## config.mk

```make
export PLATFORM = sky130hd
export DESIGN_NAME = recorder_ctrl
export DESIGN_NICKNAME = d
export VERILOG_FILES = /design/src/rtl/recorder_ctrl.sv
export SDC_FILE = /design/constraint.sdc
export NUM_CORES = 1
export LEC_CHECK = 0
export ABC_CLOCK_PERIOD_IN_PS = 3300
export CAP_MARGIN = 20
export CORE_AREA = 2 2 93 95
export DETAILED_ROUTE_END_ITERATION = 10
export DIE_AREA = 0 0 95 97
export DONT_BUFFER_PORTS = 1
export GPL_ROUTABILITY_DRIVEN = 0
export GPL_TIMING_DRIVEN = 0
export HOLD_SLACK_MARGIN = 0.02
export PLACE_DENSITY = 0.59
export SLEW_MARGIN = 20
export SYNTH_ARGS = -nofsm -noshare
export SYNTH_HDL_FRONTEND = slang
export SYNTH_SLANG_ARGS = --single-unit
```

## constraint.sdc

```tcl
create_clock -name i_clk -period 3.3 [get_ports i_clk]
set_input_delay 0.66 -clock i_clk [delete_from_list [all_inputs] [get_ports i_clk]]
set_output_delay 0.66 -clock i_clk [all_outputs]
set_load 0.01 [all_outputs]
```

## src/rtl/recorder_ctrl.sv

```systemverilog
// recorder_ctrl: control FSM for a voice recorder / player.
//
// Tracks IDLE / PLAY / RECORD / PAUSE, runs a one-second prescaler while
// recording or playing, and keeps the elapsed-time / playback-position timer.
// In PLAY the position advances by 1 (normal), by the speed factor (fast,
// clamped to the recorded length), or by 1 every <speed> seconds (slow).
//
// Ports
//   i_clk, i_rst      clock, synchronous active-high reset
//   i_play, i_record, i_pause, i_stop   one-cycle key pulses
//   i_speed_up, i_speed_down            one-cycle speed pulses (1..8)
//   i_slow            level: 1 = slow-motion, 0 = fast
//   o_state           1 IDLE, 2 PLAY, 3 RECORD, 4 PAUSE
//   o_timer           seconds recorded / playback position
//   o_speed_stat      0 normal, 1 fast, 2 slow
//   o_speed           speed factor 1..8
//   o_rec_en, o_play_en   high while in RECORD / PLAY
//   o_clr             one-cycle pulse on entry to RECORD or PLAY
// Every output is a flop and reacts one cycle after its trigger.
module recorder_ctrl #(
  parameter int TICKS_PER_SEC = 12000000,
  parameter int MAX_SEC       = 31
) (
  input  logic       i_clk,
  input  logic       i_rst,
  input  logic       i_play,
  input  logic       i_record,
  input  logic       i_pause,
  input  logic       i_stop,
  input  logic       i_speed_up,
  input  logic       i_speed_down,
  input  logic       i_slow,
  output logic [2:0] o_state,
  output logic [4:0] o_timer,
  output logic [1:0] o_speed_stat,
  output logic [3:0] o_speed,
  output logic       o_rec_en,
  output logic       o_play_en,
  output logic       o_clr
);

  localparam int PW = (TICKS_PER_SEC > 1) ? $clog2(TICKS_PER_SEC) : 1;

  typedef enum logic [2:0] {
    S_IDLE   = 3'd1,
    S_PLAY   = 3'd2,
    S_RECORD = 3'd3,
    S_PAUSE  = 3'd4
  } state_t;

  typedef enum logic [2:0] {K_NONE, K_STOP, K_PAUSE, K_RECORD, K_PLAY} key_t;

  state_t        state, state_n, target, target_n;
  logic [4:0]    timer, timer_n, rec_len, rec_len_n;
  logic [PW-1:0] presc, presc_n;
  logic [3:0]    div, div_n, speed, speed_n;
  logic [1:0]    stat_n;
  logic          clr_n;
  key_t          key;
  logic          tick;
  logic [5:0]    fast_sum;
  logic [4:0]    adv_timer;
  logic [3:0]    adv_div;
  logic [PW-1:0] presc_step;

  // Only the highest-priority key present is acted on.
  always_comb begin
    key = K_NONE;
    if (i_stop)        key = K_STOP;
    else if (i_pause)  key = K_PAUSE;
    else if (i_record) key = K_RECORD;
    else if (i_play)   key = K_PLAY;
  end

  assign tick       = (state == S_PLAY || state == S_RECORD) &&
                      (presc == PW'(TICKS_PER_SEC - 1));
  assign presc_step = tick ? '0 : presc + PW'(1);

  // Playback position advance for one cycle, by speed mode.
  always_comb begin
    adv_timer = timer;
    adv_div   = div;
    fast_sum  = {1'b0, timer} + {2'b00, speed};
    if (tick) begin
      case (o_speed_stat)
        2'd1: adv_timer = (fast_sum > {1'b0, rec_len}) ? rec_len : fast_sum[4:0];
        2'd2: begin
          if (div == speed) begin
            adv_timer = timer + 5'd1;
            adv_div   = 4'd1;
          end else begin
            adv_div   = div + 4'd1;
          end
        end
        default: adv_timer = timer + 5'd1;
      endcase
    end
  end

  always_comb begin
    state_n   = state;
    target_n  = target;
    timer_n   = timer;
    rec_len_n = rec_len;
    presc_n   = presc;
    div_n     = div;
    clr_n     = 1'b0;
    speed_n   = speed;

    case (state)
      S_IDLE: begin
        presc_n = '0;
        if (key == K_RECORD) begin
          state_n   = S_RECORD;
          timer_n   = '0;
          rec_len_n = '0;
          clr_n     = 1'b1;
        end else if (key == K_PLAY && rec_len != '0) begin
          state_n = S_PLAY;
          timer_n = '0;
          div_n   = 4'd1;
          clr_n   = 1'b1;
        end
      end
      S_RECORD: begin
        if (key == K_STOP) begin
          state_n   = S_IDLE;
          rec_len_n = timer;
          presc_n   = '0;
        end else if (key == K_PAUSE) begin
          state_n  = S_PAUSE;
          target_n = S_RECORD;
        end else if (timer == 5'(MAX_SEC)) begin
          // Timer sits at the limit for one cycle before recording ends.
          state_n   = S_IDLE;
          rec_len_n = 5'(MAX_SEC);
          presc_n   = '0;
        end else begin
          presc_n = presc_step;
          timer_n = timer + {4'b0000, tick};
        end
      end
      S_PLAY: begin
        if (key == K_STOP) begin
          state_n = S_IDLE;
          timer_n = '0;
          presc_n = '0;
        end else if (key == K_PAUSE) begin
          state_n  = S_PAUSE;
          target_n = S_PLAY;
        end else if (timer == rec_len) begin
          state_n = S_IDLE;
          timer_n = '0;
          presc_n = '0;
        end else begin
          presc_n = presc_step;
          timer_n = adv_timer;
          div_n   = adv_div;
        end
      end
      S_PAUSE: begin
        if (key == K_STOP) begin
          state_n = S_IDLE;
          presc_n = '0;
          if (target == S_RECORD) rec_len_n = timer;
          else                    timer_n   = '0;
        end else if (key == K_PAUSE || key == K_PLAY) begin
          state_n = target;
        end
      end
      default: state_n = S_IDLE;
    endcase

    // Opposing speed pulses in the same cycle cancel.
    if (i_speed_up && !i_speed_down && speed != 4'd8)
      speed_n = speed + 4'd1;
    else if (i_speed_down && !i_speed_up && speed != 4'd1)
      speed_n = speed - 4'd1;
    if (speed_n != speed) div_n = 4'd1;

    stat_n = (speed_n == 4'd1) ? 2'd0 : (i_slow ? 2'd2 : 2'd1);
  end

  always_ff @(posedge i_clk) begin
    if (i_rst) begin
      state        <= S_IDLE;
      target       <= S_IDLE;
      timer        <= '0;
      rec_len      <= '0;
      presc        <= '0;
      div          <= 4'd1;
      speed        <= 4'd1;
      o_speed_stat <= 2'd0;
      o_rec_en     <= 1'b0;
      o_play_en    <= 1'b0;
      o_clr        <= 1'b0;
    end else begin
      state        <= state_n;
      target       <= target_n;
      timer        <= timer_n;
      rec_len      <= rec_len_n;
      presc        <= presc_n;
      div          <= div_n;
      speed        <= speed_n;
      o_speed_stat <= stat_n;
      o_rec_en     <= (state_n == S_RECORD);
      o_play_en    <= (state_n == S_PLAY);
      o_clr        <= clr_n;
    end
  end

  assign o_state = state;
  assign o_timer = timer;
  assign o_speed = speed;

endmodule
```

==> results by group <==
Global routing
  – GR peak layer: met2
  – Global-route wire length before repair: 15000 um
  – Met3 global-route usage: 4.67%
  – Largest net degree at the start of global routing: 16
  – Initial antenna violation count: 0
  – Total global-route track usage: 20.2%
  – Grt met1 use: about a quarter
  – Number of global-route vias before repair: 3041
  – Met2 Use GR: between 30 and 40%
  – Remaining global-route overflow: 0

Clock tree
  – H-tree Lvls: 2
  – # Post-CTS Setup Buffers: 0
  – Worst-path clk slew: 0.08 ns
  – Number of hold buffers added after CTS: 0
  – CTS sink cnt: 52
  – Clock buffer depth: 2
  – CTS tree: yes
  – Clock Tree Root: clkbuf_8
  – Clock latency on the worst-skew pair: around 0.32 ns
  – CTS buffer count: 5

Logic synthesis
  – Async SR Flop Fraction: 0%
  – Yosys warns: 0
  – Post-synth EDFFs: 0
  – Synthesized cell area: about 3600 um^2
  – Flops & latches, synth: 52
  – Top cell type by total area after synthesis: dfxtp_1
  – Post-synth cell types: 67
  – Post-synth top area share: between 20% and 30%
  – Top cells by area, synth: dfxtp_1 (29%), nor2_1 (6.8%), ha_1 (6.3%), xnor2_1 (6.1%), xor2_1 (4.2%)
  – Mapped Cells: 437
  – Syn Nets: 465
  – Avg Synthesized Cell Area: 8.16 um^2
  – Top_reg_cell synth: dfxtp_1
  – Sequential area share after synthesis: 29.2%

Floorplan
  – Core Area: 8130 um^2
  – Die Wd: about 95 um
  – Core Rows: 33
  – Initial Utilization: 43.9%
  – Die Y: 97 um
  – I/O pin total: 26
  – Die ar.: 9220 um^2

Routing
  – Post-route DRC: 0
  – DR vias: 3190
  – Vias per cell: 5.80
  – Pre-antenna DRT Iters: 4
  – Final WL: 8830 um
  – Initial DRC count: 154
  – Routed Antenna Nets: 0
  – WL per Instance: 16.0 um

Critical path
  – Worst endpoint required time: 3.54 ns
  – Arrival time at the worst endpoint: 3.28 ns
  – Worst-path fanout max: 9
  – CP Capture Type: flop
  – Setup CP Type: flop to flop
  – Critical path startpoint category: flop
  – Register-to-Register Path Depth: 11

Finish
  – Share of cells above drive strength 1: 9.21%
  – Ant diodes: 0
  – Nets: 472
  – P&R area growth vs syn: 6.80%

STA
  – F_max: 329 MHz
  – Final Hold Fails: 0
  – Slew Viols, Final: 0
  – Final setup TNS: 0 ns
  – Final setup vio count: 0
  – RSZ-0062 raised after global routing: false
  – Slew HR: 54.5%
  – Post-route clock skew: 0.0151 ns
  – Final Critical Period: 3.04 ns
  – Slew @ Worst Pin: 0.680 ns
  – Period utilization: 92.2%
  – Hold WS: between 0.4 and 0.5 ns

Placed design
  – Port-buffer cells: 0
  – Hpwl dp: 6700 um

Pwr
  – VDD IR-drop max: between 200 and 250 uV
  – Pwr dens: 376 nW/um^2
  – Pleak: 1.30 nW

Hold path
  – Hold depth: 1
  – Min-delay worst type: input pin to flop

Run status
  – Status: finished, final reports clean

Job
  – MaxCap Viol Count: 0
-- cell type report --
type / count / area [um^2]
fillers: 820 / 4320
multi-input cells: 356 / 2390
flip-flops and latches: 52 / 1040
well taps: 105 / 131
plain buffers: 18 / 98.8
clock buffers: 6 / 72.6
inverters: 11 / 41.3
clock inverters: 2 / 35.0
-- report_power, final --
group          switching, mW  internal, mW  total, mW  leakage [nW]
combinational          0.183         0.119      0.302         0.825
clock                  0.218         0.225      0.443        0.0552
sequential            0.0402         0.647      0.687         0.422
-- worst max-delay path: stages (launching register included) --
cell and delay, ns:
dfxtp_2 0.41, ha_1 0.26, fa_1 0.40, a21o_1 0.17, a21oi_1 0.17, xnor2_1 0.12, ha_1 0.22, or2_2 0.29
o221a_2 0.26, nor2_1 0.18, mux2_2 0.36, o2bb2ai_1 0.14
-- registers in the layout, summed over array words and instances (netlist names) --
register,cells
div,4
o_clr,1
o_play_en,1
o_rec_en,1
o_speed,4
o_speed_stat,2
o_state,3
o_timer,5
presc,24
rec_len,5
target,2
-- cells in the mapped netlist, drive strengths merged (3+ instances only) --
cell,number
nor3b,8
and3,4
dfxtp,52
o311ai,3
a211oi,10
nand4b,3
or2,5
buf,12
o2111ai,3
or3,3
nor2b,8
o2bb2ai,4
nand2,29
a31oi,5
clkbuf,6
inv,11
nor2,66
a21o,3
nand3,25
mux2i,3
a21oi,15
o21a,4
nand2b,9
nand4,12
ha,18
and4,6
xor2,17
nor4,3
and2,5
nor3,11
xnor2,25
o211ai,5
nor4b,4
o21ai,17
-- kinds of logic after synthesis --
group | share of synthesized area, %
buf+inv | 3.93
simple gates | 30.8
fa+ha+maj | 6.87
compound gates | 17.7
flops | 29.2
mux | 1.16
xor+xnor | 10.3
-- placed cells by master (no fill, tap or decap), types with 3 or more instances in the layout --
| master | synthesis | routed |
|---|---|---|
| or3_1 | 3 | 3 |
| buf_4 | 4 | 4 |
| xnor2_1 | 25 | 25 |
| nand3_1 | 25 | 25 |
| inv_1 | 11 | 11 |
| ha_1 | 18 | 18 |
| and2_1 | 5 | 5 |
| nand4b_1 | 3 | 3 |
| nand4_1 | 12 | 12 |
| o21ai_0 | 11 | 11 |
| nor3b_1 | 7 | 7 |
| a21o_1 | 3 | 3 |
| nor2b_1 | 8 | 8 |
| a31oi_1 | 5 | 5 |
| and4_1 | 6 | 6 |
| nor4b_2 | 3 | 3 |
| nand2_1 | 29 | 29 |
| a211oi_1 | 9 | 9 |
| dfxtp_2 | 0 | 3 |
| o2bb2ai_1 | 4 | 4 |
| a21oi_1 | 13 | 13 |
| clkbuf_1 | 6 | 7 |
| o2111ai_1 | 3 | 3 |
| o21ai_1 | 3 | 3 |
| buf_2 | 7 | 7 |
| nor2_1 | 65 | 65 |
| mux2i_1 | 3 | 3 |
| nand2b_1 | 9 | 9 |
| and3_1 | 4 | 4 |
| o21ai_2 | 3 | 3 |
| xor2_1 | 17 | 17 |
| or2_2 | 3 | 3 |
| o211ai_1 | 5 | 5 |
| clkbuf_8 | 0 | 5 |
| nor3_1 | 11 | 11 |
| dfxtp_1 | 52 | 49 |
| o21a_1 | 4 | 4 |
-- stage by stage --
step                instances  utilization [%]  instance area [um^2]  worst slack (ns)  power (mW)
floorplan                 437                -                  3570             0.457       0.928
global placement          542             45.5                  3700             0.174       0.998
detailed placement        542             45.5                  3700             0.135        1.00
CTS                       550             46.8                  3810             0.121        1.44
global route              550             46.8                  3810            0.0113        1.51
finish                    550             46.8                  3810             0.258        1.43
-- metal layers --
metal  share of wire (%)  vias to the layer above
met1                  45                     1536
met4                0.99                        0
met2                  49                       55
li1                    -                     1591
met5                   0                        -
met3                 4.4                        8
-- timing repair --
action / 4_1_cts / 5_1_grt
hold endpoints to repair: 0 / 0
resized for setup: 0 / 3
endpoints found under the setup margin: 0 / 1
-- final timing paths --
path | to | slack, ns | startpoint
worst max register to register | o_timer[2]$_SDFFE_PP0P_ | 0.26 | o_timer[0]$_SDFFE_PP0P_
worst min-delay path | o_speed_stat[0]$_SDFF_PP0_ | 0.42 | i_slow
worst max-delay path | o_timer[2]$_SDFFE_PP0P_ | 0.26 | o_timer[0]$_SDFFE_PP0P_
worst min register to register | presc[1]$_SDFFE_PP0P_ | 0.49 | presc[1]$_SDFFE_PP0P_
(Power assumes the default switching activity.)
